### src/rtl/pio_cond_pkg.sv
// -----------------------------------------------------------------------------
// pio_cond_pkg
// Shared definitions for the PIO input conditioner:
//   deb_state_e   - per-channel debounce FSM state {STABLE, COUNTING}
//   MIN_DEBOUNCE  - smallest legal DEBOUNCE_CYCLES value
//   cnt_width()   - width of the qualification counter for a given cycle count
// -----------------------------------------------------------------------------
package pio_cond_pkg;

  typedef enum logic {
    STABLE   = 1'b0,
    COUNTING = 1'b1
  } deb_state_e;

  localparam int unsigned MIN_DEBOUNCE = 2;

  // Counter must be able to hold DEBOUNCE_CYCLES itself without wrapping.
  function automatic int unsigned cnt_width(input int unsigned cycles);
    return $clog2(cycles + 1);
  endfunction

endpackage : pio_cond_pkg

### src/rtl/debounce_channel.sv
// -----------------------------------------------------------------------------
// debounce_channel
// One conditioned input: 2-flop synchronizer, counter-based debounce FSM and
// registered single-cycle edge strobes on the clean value.
// Ports:
//   clk_i    system clock
//   rst_ni   asynchronous active-low reset
//   raw_i    raw pin, asynchronous to clk_i
//   clean_o  debounced level (reset value RESET_LEVEL)
//   rise_o   1-cycle strobe, clean went 0 -> 1
//   fall_o   1-cycle strobe, clean went 1 -> 0
// -----------------------------------------------------------------------------
module debounce_channel
  import pio_cond_pkg::*;
#(
  parameter int unsigned DEBOUNCE_CYCLES = 500000,
  parameter logic        RESET_LEVEL     = 1'b0
) (
  input  logic clk_i,
  input  logic rst_ni,
  input  logic raw_i,
  output logic clean_o,
  output logic rise_o,
  output logic fall_o
);

  localparam int unsigned CW = cnt_width(DEBOUNCE_CYCLES);
  localparam logic [CW-1:0] CNT_LAST = CW'(DEBOUNCE_CYCLES - 1);
  localparam logic [CW-1:0] CNT_ONE  = CW'(1);

  logic          sync1_q, sync2_q;
  deb_state_e    state_q, state_d;
  logic [CW-1:0] cnt_q, cnt_d;
  logic          clean_q, clean_d;
  logic          rise_q, rise_d;
  logic          fall_q, fall_d;

  // Synchronizer: plain flop chain, nothing between the stages.
  always_ff @(posedge clk_i or negedge rst_ni) begin
    if (!rst_ni) begin
      sync1_q <= RESET_LEVEL;
      sync2_q <= RESET_LEVEL;
    end else begin
      sync1_q <= raw_i;
      sync2_q <= sync1_q;
    end
  end

  always_ff @(posedge clk_i or negedge rst_ni) begin
    if (!rst_ni) begin
      state_q <= STABLE;
      cnt_q   <= '0;
      clean_q <= RESET_LEVEL;
      rise_q  <= 1'b0;
      fall_q  <= 1'b0;
    end else begin
      state_q <= state_d;
      cnt_q   <= cnt_d;
      clean_q <= clean_d;
      rise_q  <= rise_d;
      fall_q  <= fall_d;
    end
  end

  // cnt counts consecutive cycles the synchronized level has disagreed with
  // the clean value; the first disagreeing cycle loads 1, so the update fires
  // on the DEBOUNCE_CYCLES-th consecutive disagreeing cycle.
  always_comb begin
    state_d = state_q;
    cnt_d   = cnt_q;
    clean_d = clean_q;
    rise_d  = 1'b0;
    fall_d  = 1'b0;
    case (state_q)
      STABLE: begin
        if (sync2_q != clean_q) begin
          state_d = COUNTING;
          cnt_d   = CNT_ONE;
        end
      end
      COUNTING: begin
        if (sync2_q == clean_q) begin
          // Bounce: drop the partial qualification entirely.
          state_d = STABLE;
          cnt_d   = '0;
        end else if (cnt_q == CNT_LAST) begin
          state_d = STABLE;
          cnt_d   = '0;
          clean_d = sync2_q;
          rise_d  = sync2_q;
          fall_d  = ~sync2_q;
        end else begin
          cnt_d = cnt_q + CNT_ONE;
        end
      end
      default: begin
        state_d = STABLE;
        cnt_d   = '0;
      end
    endcase
  end

  assign clean_o = clean_q;
  assign rise_o  = rise_q;
  assign fall_o  = fall_q;

endmodule : debounce_channel

### src/rtl/pio_input_conditioner.sv
// -----------------------------------------------------------------------------
// pio_input_conditioner
// Synchronizes and debounces the board switches and push-buttons ahead of the
// switch/button PIOs. Clean outputs keep board polarity.
// Ports:
//   clk_clk        system clock (PIO clock)
//   reset_reset_n  asynchronous active-low reset
//   sw_raw         raw switch pins
//   btn_raw        raw button pins, idle level BTN_IDLE
//   sw_clean       debounced switches
//   btn_clean      debounced buttons
//   btn_press      1-cycle strobe, button clean value went idle -> active
//   btn_release    1-cycle strobe, button clean value went active -> idle
//   any_change     1-cycle strobe, any clean value updated this cycle
// -----------------------------------------------------------------------------
module pio_input_conditioner
  import pio_cond_pkg::*;
#(
  parameter int unsigned DEBOUNCE_CYCLES = 500000,
  parameter int unsigned N_SW            = 3,
  parameter int unsigned N_BTN           = 2,
  parameter logic        BTN_IDLE        = 1'b1
) (
  input  logic             clk_clk,
  input  logic             reset_reset_n,
  input  logic [N_SW-1:0]  sw_raw,
  input  logic [N_BTN-1:0] btn_raw,
  output logic [N_SW-1:0]  sw_clean,
  output logic [N_BTN-1:0] btn_clean,
  output logic [N_BTN-1:0] btn_press,
  output logic [N_BTN-1:0] btn_release,
  output logic             any_change
);

  if (DEBOUNCE_CYCLES < MIN_DEBOUNCE) begin : g_bad_debounce
    $error("pio_input_conditioner: DEBOUNCE_CYCLES must be at least %0d", MIN_DEBOUNCE);
  end

  logic [N_SW-1:0]  sw_rise, sw_fall;
  logic [N_BTN-1:0] btn_rise, btn_fall;

  for (genvar gi = 0; gi < N_SW; gi++) begin : g_sw
    debounce_channel #(
      .DEBOUNCE_CYCLES (DEBOUNCE_CYCLES),
      .RESET_LEVEL     (1'b0)
    ) u_ch (
      .clk_i   (clk_clk),
      .rst_ni  (reset_reset_n),
      .raw_i   (sw_raw[gi]),
      .clean_o (sw_clean[gi]),
      .rise_o  (sw_rise[gi]),
      .fall_o  (sw_fall[gi])
    );
  end

  for (genvar gi = 0; gi < N_BTN; gi++) begin : g_btn
    debounce_channel #(
      .DEBOUNCE_CYCLES (DEBOUNCE_CYCLES),
      .RESET_LEVEL     (BTN_IDLE)
    ) u_ch (
      .clk_i   (clk_clk),
      .rst_ni  (reset_reset_n),
      .raw_i   (btn_raw[gi]),
      .clean_o (btn_clean[gi]),
      .rise_o  (btn_rise[gi]),
      .fall_o  (btn_fall[gi])
    );
  end

  // Active-low buttons press on a falling clean edge; active-high on rising.
  if (BTN_IDLE) begin : g_idle_high
    assign btn_press   = btn_fall;
    assign btn_release = btn_rise;
  end else begin : g_idle_low
    assign btn_press   = btn_rise;
    assign btn_release = btn_fall;
  end

  // Inputs are registered strobes, so this OR stays a clean 1-cycle pulse.
  assign any_change = |{sw_rise, sw_fall, btn_rise, btn_fall};

endmodule : pio_input_conditioner

### config.mk
export PLATFORM = sky130hd
export DESIGN_NAME = pio_input_conditioner
export DESIGN_NICKNAME = d
export VERILOG_FILES = /design/src/rtl/pio_cond_pkg.sv /design/src/rtl/debounce_channel.sv /design/src/rtl/pio_input_conditioner.sv
export SDC_FILE = /design/constraint.sdc
export NUM_CORES = 1
export LEC_CHECK = 0
export BUFFER_PORTS_ARGS = -buffer_cell sky130_fd_sc_hd__buf_2
export CAP_MARGIN = 20
export CELL_PAD_IN_SITES_DETAIL_PLACEMENT = 1
export CELL_PAD_IN_SITES_GLOBAL_PLACEMENT = 1
export CORE_MARGIN = 8
export CORE_UTILIZATION = 30
export CTS_CLUSTER_SIZE = 28
export DETAILED_ROUTE_END_ITERATION = 6
export MAX_ROUTING_LAYER = met4
export PLACE_DENSITY = 0.51
export SLEW_MARGIN = 20
export SYNTH_ARGS = -nofsm -noshare
export SYNTH_HDL_FRONTEND = slang
export SYNTH_SLANG_ARGS = --single-unit
### constraint.sdc
create_clock -name clk_clk -period 3.4 [get_ports clk_clk]
set_input_delay 0.17 -clock clk_clk [delete_from_list [all_inputs] [get_ports clk_clk]]
set_output_delay 0.17 -clock clk_clk [all_outputs]
set_load 0.01 [all_outputs]
==> metrics.md, run 1 <==
| Metric | Value |
|---|---|
| Max clock buf depth | 2 |
| Post-Synthesis Cell Area | 6480 sq um |
| CP max FO | 28 |
| Critical path's largest stage delay | 0.56 ns |
| Clock Latency Late Sink | 0.43 ns |
| WL per Instance | 16.7 um |
| Area post-placement | 6760 sq um |
| Final setup violation count | 0 |
| Crit path buffers/inverters | 0 |
| CTS clock-pin slew for the worst setup and hold paths | 0.06 ns |
| Element type at the critical path start | flop |
| Peak VDD IR | 0.000278 V |
| CTS tree | built |
| Final nets | 704 |
| Ys flop type | dfrtp_1 |
| Slew @ Worst Pin | 0.825 ns |
| Cell family with most CP delay | compound AO/OA/AOI/OAI gates |
| Drt pass-1 iters | 4 |
| Status | complete, no violations |
| Final hold slack | 0.349 ns |
| Full die area | 26600 sq um |
| Htree depth | 4 |
| GRT Total Usage | 13.5% |
| Die height | 163 um |
| Yosys cell types | 62 |
| Vias in the first global route | 5527 |
| Worst hold path class | primary input to async pin |
| DIE WIDTH | 163 um |
| Fmax | 434 MHz |
| Count of filler cells inserted in the layout | 2402 |
| PD cells | 476 nW/um^2 |
| N_diodes | 0 |
| Sink Count | 125 |
| DRT antenna net count | 0 |
| Max Cap Viol | 0 |
| Top-Level Pins | 17 |
| Top post-synthesis cells by area | dfrtp_1 (46%), a31oi_1 (5.3%), nand2_1 (4.9%) |
| Post-synthesis compound-gate area fraction | 19.3% |
| Largest family of logic cells by synthesized area | simple AND/OR/NAND/NOR gates |
| WL final | 16400 um |
| Area Overhead vs Synth | 13.9% |
| Initial DRC count | 275 |
| Avg Inst Size Synth | 9.50 sq um |
| CP Capture Type | flop |
| Initial antenna violation count | 0 |
| Post-DP HPWL | 11300 um |
| Grt ovf | 0 |
| Max-Slew Margin vs Limit | 44.8% |
| Setup CP Type | flop to flop |
| Root buf cell | clkbuf_16 |
| First-pass GRT wire length | 28300 um |
| Worst path cell trace | or4b_4 > nor4_4 > a41oi_4 > a21o_1 > a22o_1 |
| TNS Setup | 0 ns |
| Syn nets | 694 |
| Largest net degree at the start of global routing | 74 |
| Core outline area | 21100 sq um |
| Fin crit share | 67.8% |
| Layout cells sized above 1 | 12.1% |
| RD Place Congestion | 0.755 |
| Register area share after synthesis | 48.4% |
| Final Hold Fails | 0 |
| Simple logic cell fraction of the synthesized area | 24.4% |
| Port Buf Inserts | 16 |
| CTS Buf Count | 17 |
| Post-Synth Adder-Cell Area | 0.965% |
| R2R Setup Slk | 1.10 ns |
| Area leader, netlist | dfrtp_1 |
| Ys Warns | 0 |
| Mux cell area share after synthesis | 1.95% |
| Critical Path RT | 3.71 ns |
| Synth top area share | 45.9% |
| Vias | 5319 |
| Post-route cell area | 7380 sq um |
| Max Clock Skew | 0.00874 ns |
| Final Slew Violations | 0 |
| LEAKAGE | 3.02 nW |
| Residual DRC | 0 |
| XOR/XNOR Fraction of Synth Area | 0.946% |
| Critical path data arrival time | 2.62 ns |
| Num rows | 53 |
| Via/cell ratio | 5.43 |
| CP max stage cell | or4b_4 |
| Post-synth EDFFs | 0 |
| RSZ-0062 raised after global routing | false |
| Gate Count Post-Synth | 682 |
| Starting Density | 30.7% |
| Async SR Flop Fraction | 100% |
| Flops & latches, synth | 125 |
| Final min period | 2.30 ns |
[worst register-to-register path: stages, from the launching register on]
cell	delay, ns
dfrtp_1	0.44
or4b_4	0.57
nor4_4	0.30
a41oi_4	0.42
a21o_1	0.29
a22o_1	0.17
[stage by stage]
| stage | setup slack (ns) | std cells | total power, mW | util, % |
|---|---|---|---|---|
| 3_3_place_gp | 1.15 | 942 | 1.78 | 32.1 |
| 2_1_floorplan | 1.44 | 682 | 1.71 | - |
| 5_1_grt | 0.845 | 980 | 3.68 | 35.0 |
| 6_report | 1.10 | 980 | 3.51 | 35.0 |
| 4_1_cts | 1.09 | 980 | 3.59 | 35.0 |
| 3_5_place_dp | 1.10 | 942 | 1.79 | 32.1 |
[worst paths after layout]
path | start | depth (start not counted) | endpoint
worst max register to register | g_sw[1].u_ch.cnt_q[10] | 5 | g_sw[1].u_ch.cnt_q[3]
worst min-delay path | reset_reset_n | 2 | g_sw[2].u_ch.cnt_q[14]
max in group asynchronous | reset_reset_n | 3 | g_btn[1].u_ch.sync1_q
worst max-delay path | g_sw[1].u_ch.cnt_q[10] | 5 | g_sw[1].u_ch.cnt_q[3]
min in group clk_clk | g_sw[1].u_ch.sync1_q | 0 | g_sw[1].u_ch.sync2_q
worst min register to register | g_sw[1].u_ch.sync1_q | 0 | g_sw[1].u_ch.sync2_q
[synthesized netlist by cell type, types with 3 or more instances]
library cell and number:
nand2b_1 7, ha_1 5, nor3_1 13, a31oi_1 55, or4_1 4, nor4_1 9
inv_1 13, dfrtp_1 119, nor2_1 30, and4_1 7, nand4_1 24, o21ai_0 32
a41oi_1 13, a22o_1 12, and3_1 10, nor4bb_1 3, dfstp_2 6, and2_1 11
mux2i_1 7, buf_4 9, o211ai_1 3, o21a_1 4, mux2_2 5, buf_2 16
nand3_1 47, or3_1 3, or2_2 9, clkbuf_1 9, a21o_1 9, xor2_1 5
nand2_1 85, nor3b_1 11, o31a_1 4, a21oi_1 45
[state kept, by name (all words and copies together), names as in the netlist]
register and count:
g_btn.u_ch.rise_o 2, g_sw.u_ch.clean_o 3, g_sw.u_ch.sync2_q 3, g_btn.u_ch.sync2_q 2, g_btn.u_ch.cnt_q 38, g_sw.u_ch.sync1_q 3, g_btn.u_ch.clean_o 2, g_sw.u_ch.cnt_q 57
g_btn.u_ch.fall_o 2, g_btn.u_ch.sync1_q 2, g_sw.u_ch.rise_o 3, g_sw.u_ch.state_q 3, g_btn.u_ch.state_q 2, g_sw.u_ch.fall_o 3
[layout by cell type (no fill, tap or decap), drive strengths merged, types with 4 or more instances in the layout]
cell,netlist,layout
mux2,5,5
clkbuf,10,18
nor3,14,14
nand2,85,85
a22o,12,12
nand2b,7,7
o31a,4,4
o21a,4,4
inv,13,19
nor4,13,13
dlygate4sd3,0,6
nand3,47,47
nand4,24,24
xor2,5,5
dfstp,6,6
ha,5,5
buf,28,23
nor2,30,30
a41oi,14,14
a21oi,45,45
and4,7,7
or4,4,4
clkinvlp,0,4
mux2i,7,7
nor3b,11,11
or2,9,9
a31oi,56,56
o21ai,32,32
a21o,9,9
and3,10,10
dfrtp,119,119
and2,12,12
[cell type report]
class                   count  area (sq um)  share of cell area, %
multi-input cells         506          3090                   41.9
flip-flops and latches    125          3140                   42.5
clock buffers              18           429                   5.81
clock inverters            14           135                   1.83
repair buffers             29           199                   2.69
inverters                  13          48.8                  0.661
well taps                 275           344                   4.66
[layer usage]
metal | share of wire (%) | vias to the layer above | track usage [%]
met3 | 2.2 | 13 | 3.54
met4 | 1.0 | 0 | 3.96
met1 | 49 | 2684 | 16.9
met5 | 0 | - | -
met2 | 48 | 39 | 21.2
li1 | - | 2583 | -
[logic make-up after synthesis]
kind of cell    Yosys count
fa+ha+maj                 5
flops                   125
compound gates          192
mux                      12
xor+xnor                  7
simple gates            290
buf+inv                  51
[power by group]
part,switching (mW),internal (mW)
logic,0.125,0.0667
clock network,0.736,1.02
registers,0.0432,1.52
[repair_timing]
action                    CTS  global route
setup buffers               0             0
hold buffers                6             0
hold endpoints to repair   73             0
gates resized for setup     0             0
(Power assumes the default switching activity.)
==> run 2, diff against run 1 <==
Settings changed: PLACE_DENSITY 0.51 to 0.53.
Clock period 3.4 ns to 1.9 ns, I/O delays scaled along.
==> metrics.md, run 2 (synthesized netlist as in run 1, its figures left out) <==
| Metric | Value |
|---|---|
| Status | complete, but fails checks |
| Failing checks | negative setup slack |
| Largest registers | g_sw.u_ch.cnt_q: 57 flops, g_btn.u_ch.cnt_q: 38 flops |
| Worst hold path class | primary input to async pin |
| TNS Setup | -0.464 ns (-0.464 ns) |
| LEAKAGE | 3.82 nW (+26%) |
| Final Hold Fails | 0 (unchanged) |
| Number of flip-flops under the largest register name | 57 (unchanged) |
| Clock power share | 50.6% (+0.7 points) |
| Starting Density | 30.7% (unchanged) |
| R2r worst-path depth | 6 (+1) |
| Final min period | 1.95 ns (-0.356 ns) |
| Fmax | 513 MHz (+18%) |
| Final Slew Violations | 0 (unchanged) |
| Full die area | 26600 sq um (unchanged) |
| Area Overhead vs Synth | 38.9% |
| Commonest non-fill, non-tap cells in the layout | dfrtp_1 (119), buf_4 (99), nand2_1 (80) |
| Area post-placement | 7560 sq um (+12%) |
| Critical path's largest stage delay | 0.56 ns (about the same) |
| Worst path cell trace | or4b_4 > nor4_4 > buf_4 > and2_4 > nand2_4 > mux2_2 |
| Htree depth | 4 (unchanged) |
| Residual DRC | 0 (unchanged) |
| Sequential share of power | 41.1% (-3.5 points) |
| Critical Path RT | 2.24 ns (-1.47 ns) |
| GRT Total Usage | 14.7% (+1.2 points) |
| Sink Count | 125 (unchanged) |
| Pint | 5.20 mW (+99%) |
| Final setup violation count | 20 (+20) |
| Peak VDD IR | 0.000548 V (+97%) |
| Core outline area | 21100 sq um (unchanged) |
| Critical path data arrival time | 2.29 ns (-0.33 ns) |
| Pre-CTS WS | -0.263 ns (-1.36 ns) |
| Final nets | 819 (+16%) |
| Comb pwr share | 8.2% (+2.7 points) |
| Max-Slew Margin vs Limit | 64.2% (+19 points) |
| Layout cells sized above 1 | 34.0% (+22 points) |
| RD Place Congestion | 0.764 (+1.2%) |
| Crit path buffers/inverters | 1 (+1) |
| Slew @ Worst Pin | 0.532 ns (-0.292 ns) |
| CTS Buf Count | 17 (unchanged) |
| Max Cap Viol | 0 (unchanged) |
| Biggest register | g_sw.u_ch.cnt_q |
| Initial DRC count | 246 (-11%) |
| Grt ovf | 0 (unchanged) |
| Root buf cell | clkbuf_16 |
| Post-DP HPWL | 12900 um (+14%) |
| Core Util, Final | 42.7% (+7.7 points) |
| Vias in the first global route | 6190 (+12%) |
| Post-route cell area | 9000 sq um (+22%) |
| Final Power | 6.81 mW (+94%) |
| First-pass GRT wire length | 31000 um (+9.3%) |
| NetSw | 1.61 mW (+78%) |
| FF-to-FF End | g_btn[1].u_ch.clean_o |
| CTS tree | built |
| Clock Latency Late Sink | 0.42 ns (about the same) |
| Die height | 163 um (unchanged) |
| Final worst setup slack | -0.0490 ns (-1.14 ns) |
| Vias | 5889 (+11%) |
| Top-Level Pins | 17 (unchanged) |
| WL per Instance | 17.7 um (+5.5%) |
| WL final | 19300 um (+18%) |
| Port Buf Inserts | 16 (unchanged) |
| Via/cell ratio | 5.38 (-0.91%) |
| DIE WIDTH | 163 um (unchanged) |
| CP Capture Type | flop |
| CTS clock-pin slew for the worst setup and hold paths | 0.06 ns (about the same) |
| Largest net degree at the start of global routing | 38 (-49%) |
| R2R Setup Slk | -0.05 ns (-1.14 ns) |
| Max clock buf depth | 2 (unchanged) |
| RSZ-0062 raised after global routing | true |
| N_diodes | 0 (unchanged) |
| Num rows | 53 (unchanged) |
| DRT antenna net count | 0 (unchanged) |
| Max Clock Skew | 0.00792 ns (-0.000820 ns) |
| Worst r2r src | g_btn[1].u_ch.cnt_q[6] |
| Setup CP Type | flop to flop |
| PD cells | 757 nW/um^2 (+59%) |
| Drt pass-1 iters | 4 (unchanged) |
| Element type at the critical path start | flop |
| Initial antenna violation count | 0 (unchanged) |
| Sw frac | 23.7% (-2.1 points) |
| Cell family with most CP delay | simple AND/OR/NAND/NOR gates |
| Most common cell after layout, fill and taps aside | dfrtp_1 |
| CP max stage cell | or4b_4 |
| CP max FO | 4 (-86%) |
| Fin crit share | 103% (+35 points) |
-- run 2: cell count changes in the layout (fill, tap and decap cells not counted), sizes merged --
cell,before,now
buf,23,133
inv,19,13
clkbuf,18,23
bufinv,1,4
clkinv,3,6
a21oi,45,47
clkinvlp,4,2
-- run 2: per-stage QoR --
stage               instances  hold slack, ns
detailed placement       1041          0.0395
global route             1095           0.186
floorplan                 682          -0.201
global placement         1041          0.0313
CTS                      1081           0.163
finish                   1095           0.161
-- run 2: what timing repair did --
| action | CTS | global route |
|---|---|---|
| endpoints found under the setup margin | 56 | 73 |
| resized for setup | 22 | 104 |
| hold buffers | 6 | 0 |
| pin swaps | 10 | 33 |
| cloned | 0 | 6 |
| buffers inserted | 2 | 8 |
| hold endpoints to repair | 103 | 0 |
-- run 2: worst max path at each step --
stage | start | to | slack, ns | depth (start not counted)
2_1_floorplan | g_btn[1].u_ch.cnt_q[6] | g_btn[1].u_ch.cnt_q[18] | -0.02 | 6
3_5_place_dp | g_btn[0].u_ch.sync2_q | g_btn[0].u_ch.cnt_q[5] | -0.26 | 6
3_3_place_gp | g_btn[0].u_ch.sync2_q | g_btn[0].u_ch.cnt_q[5] | -0.13 | 6
6_report | g_btn[1].u_ch.cnt_q[6] | g_btn[1].u_ch.clean_o | -0.05 | 6
4_1_cts | g_sw[1].u_ch.cnt_q[14] | g_sw[1].u_ch.cnt_q[11] | -0.03 | 6
5_1_grt | g_sw[1].u_ch.cnt_q[14] | g_sw[1].u_ch.cnt_q[11] | -0.14 | 6
-- run 2: power groups by stage --
stage | registers [mW] | clock network (mW) | logic [mW]
after detailed placement | 2.84 | 0 | 0.467
after global routing | 2.81 | 3.63 | 0.619
after floorplan | 2.83 | 0 | 0.220
final | 2.80 | 3.45 | 0.561
after global placement | 2.83 | 0 | 0.444
after CTS | 2.79 | 3.54 | 0.489
-- run 2: per-layer routing --
layer,vias to the layer above,track usage (%),wire length (um)
met3,25,2.81,375
met5,-,-,0
li1,2821,-,-
met4,0,5.30,295
met2,52,24.3,9800
met1,2991,17.6,8860
-- run 2: area by class of cell --
type	instances	area, sq um
inverter	13	48.8
tap	275	344
multi-input combinational	508	3650
clock inverter	12	169
fill	2365	12100
clock buffer	20	447
timing repair buffer	142	1210
sequential	125	3140
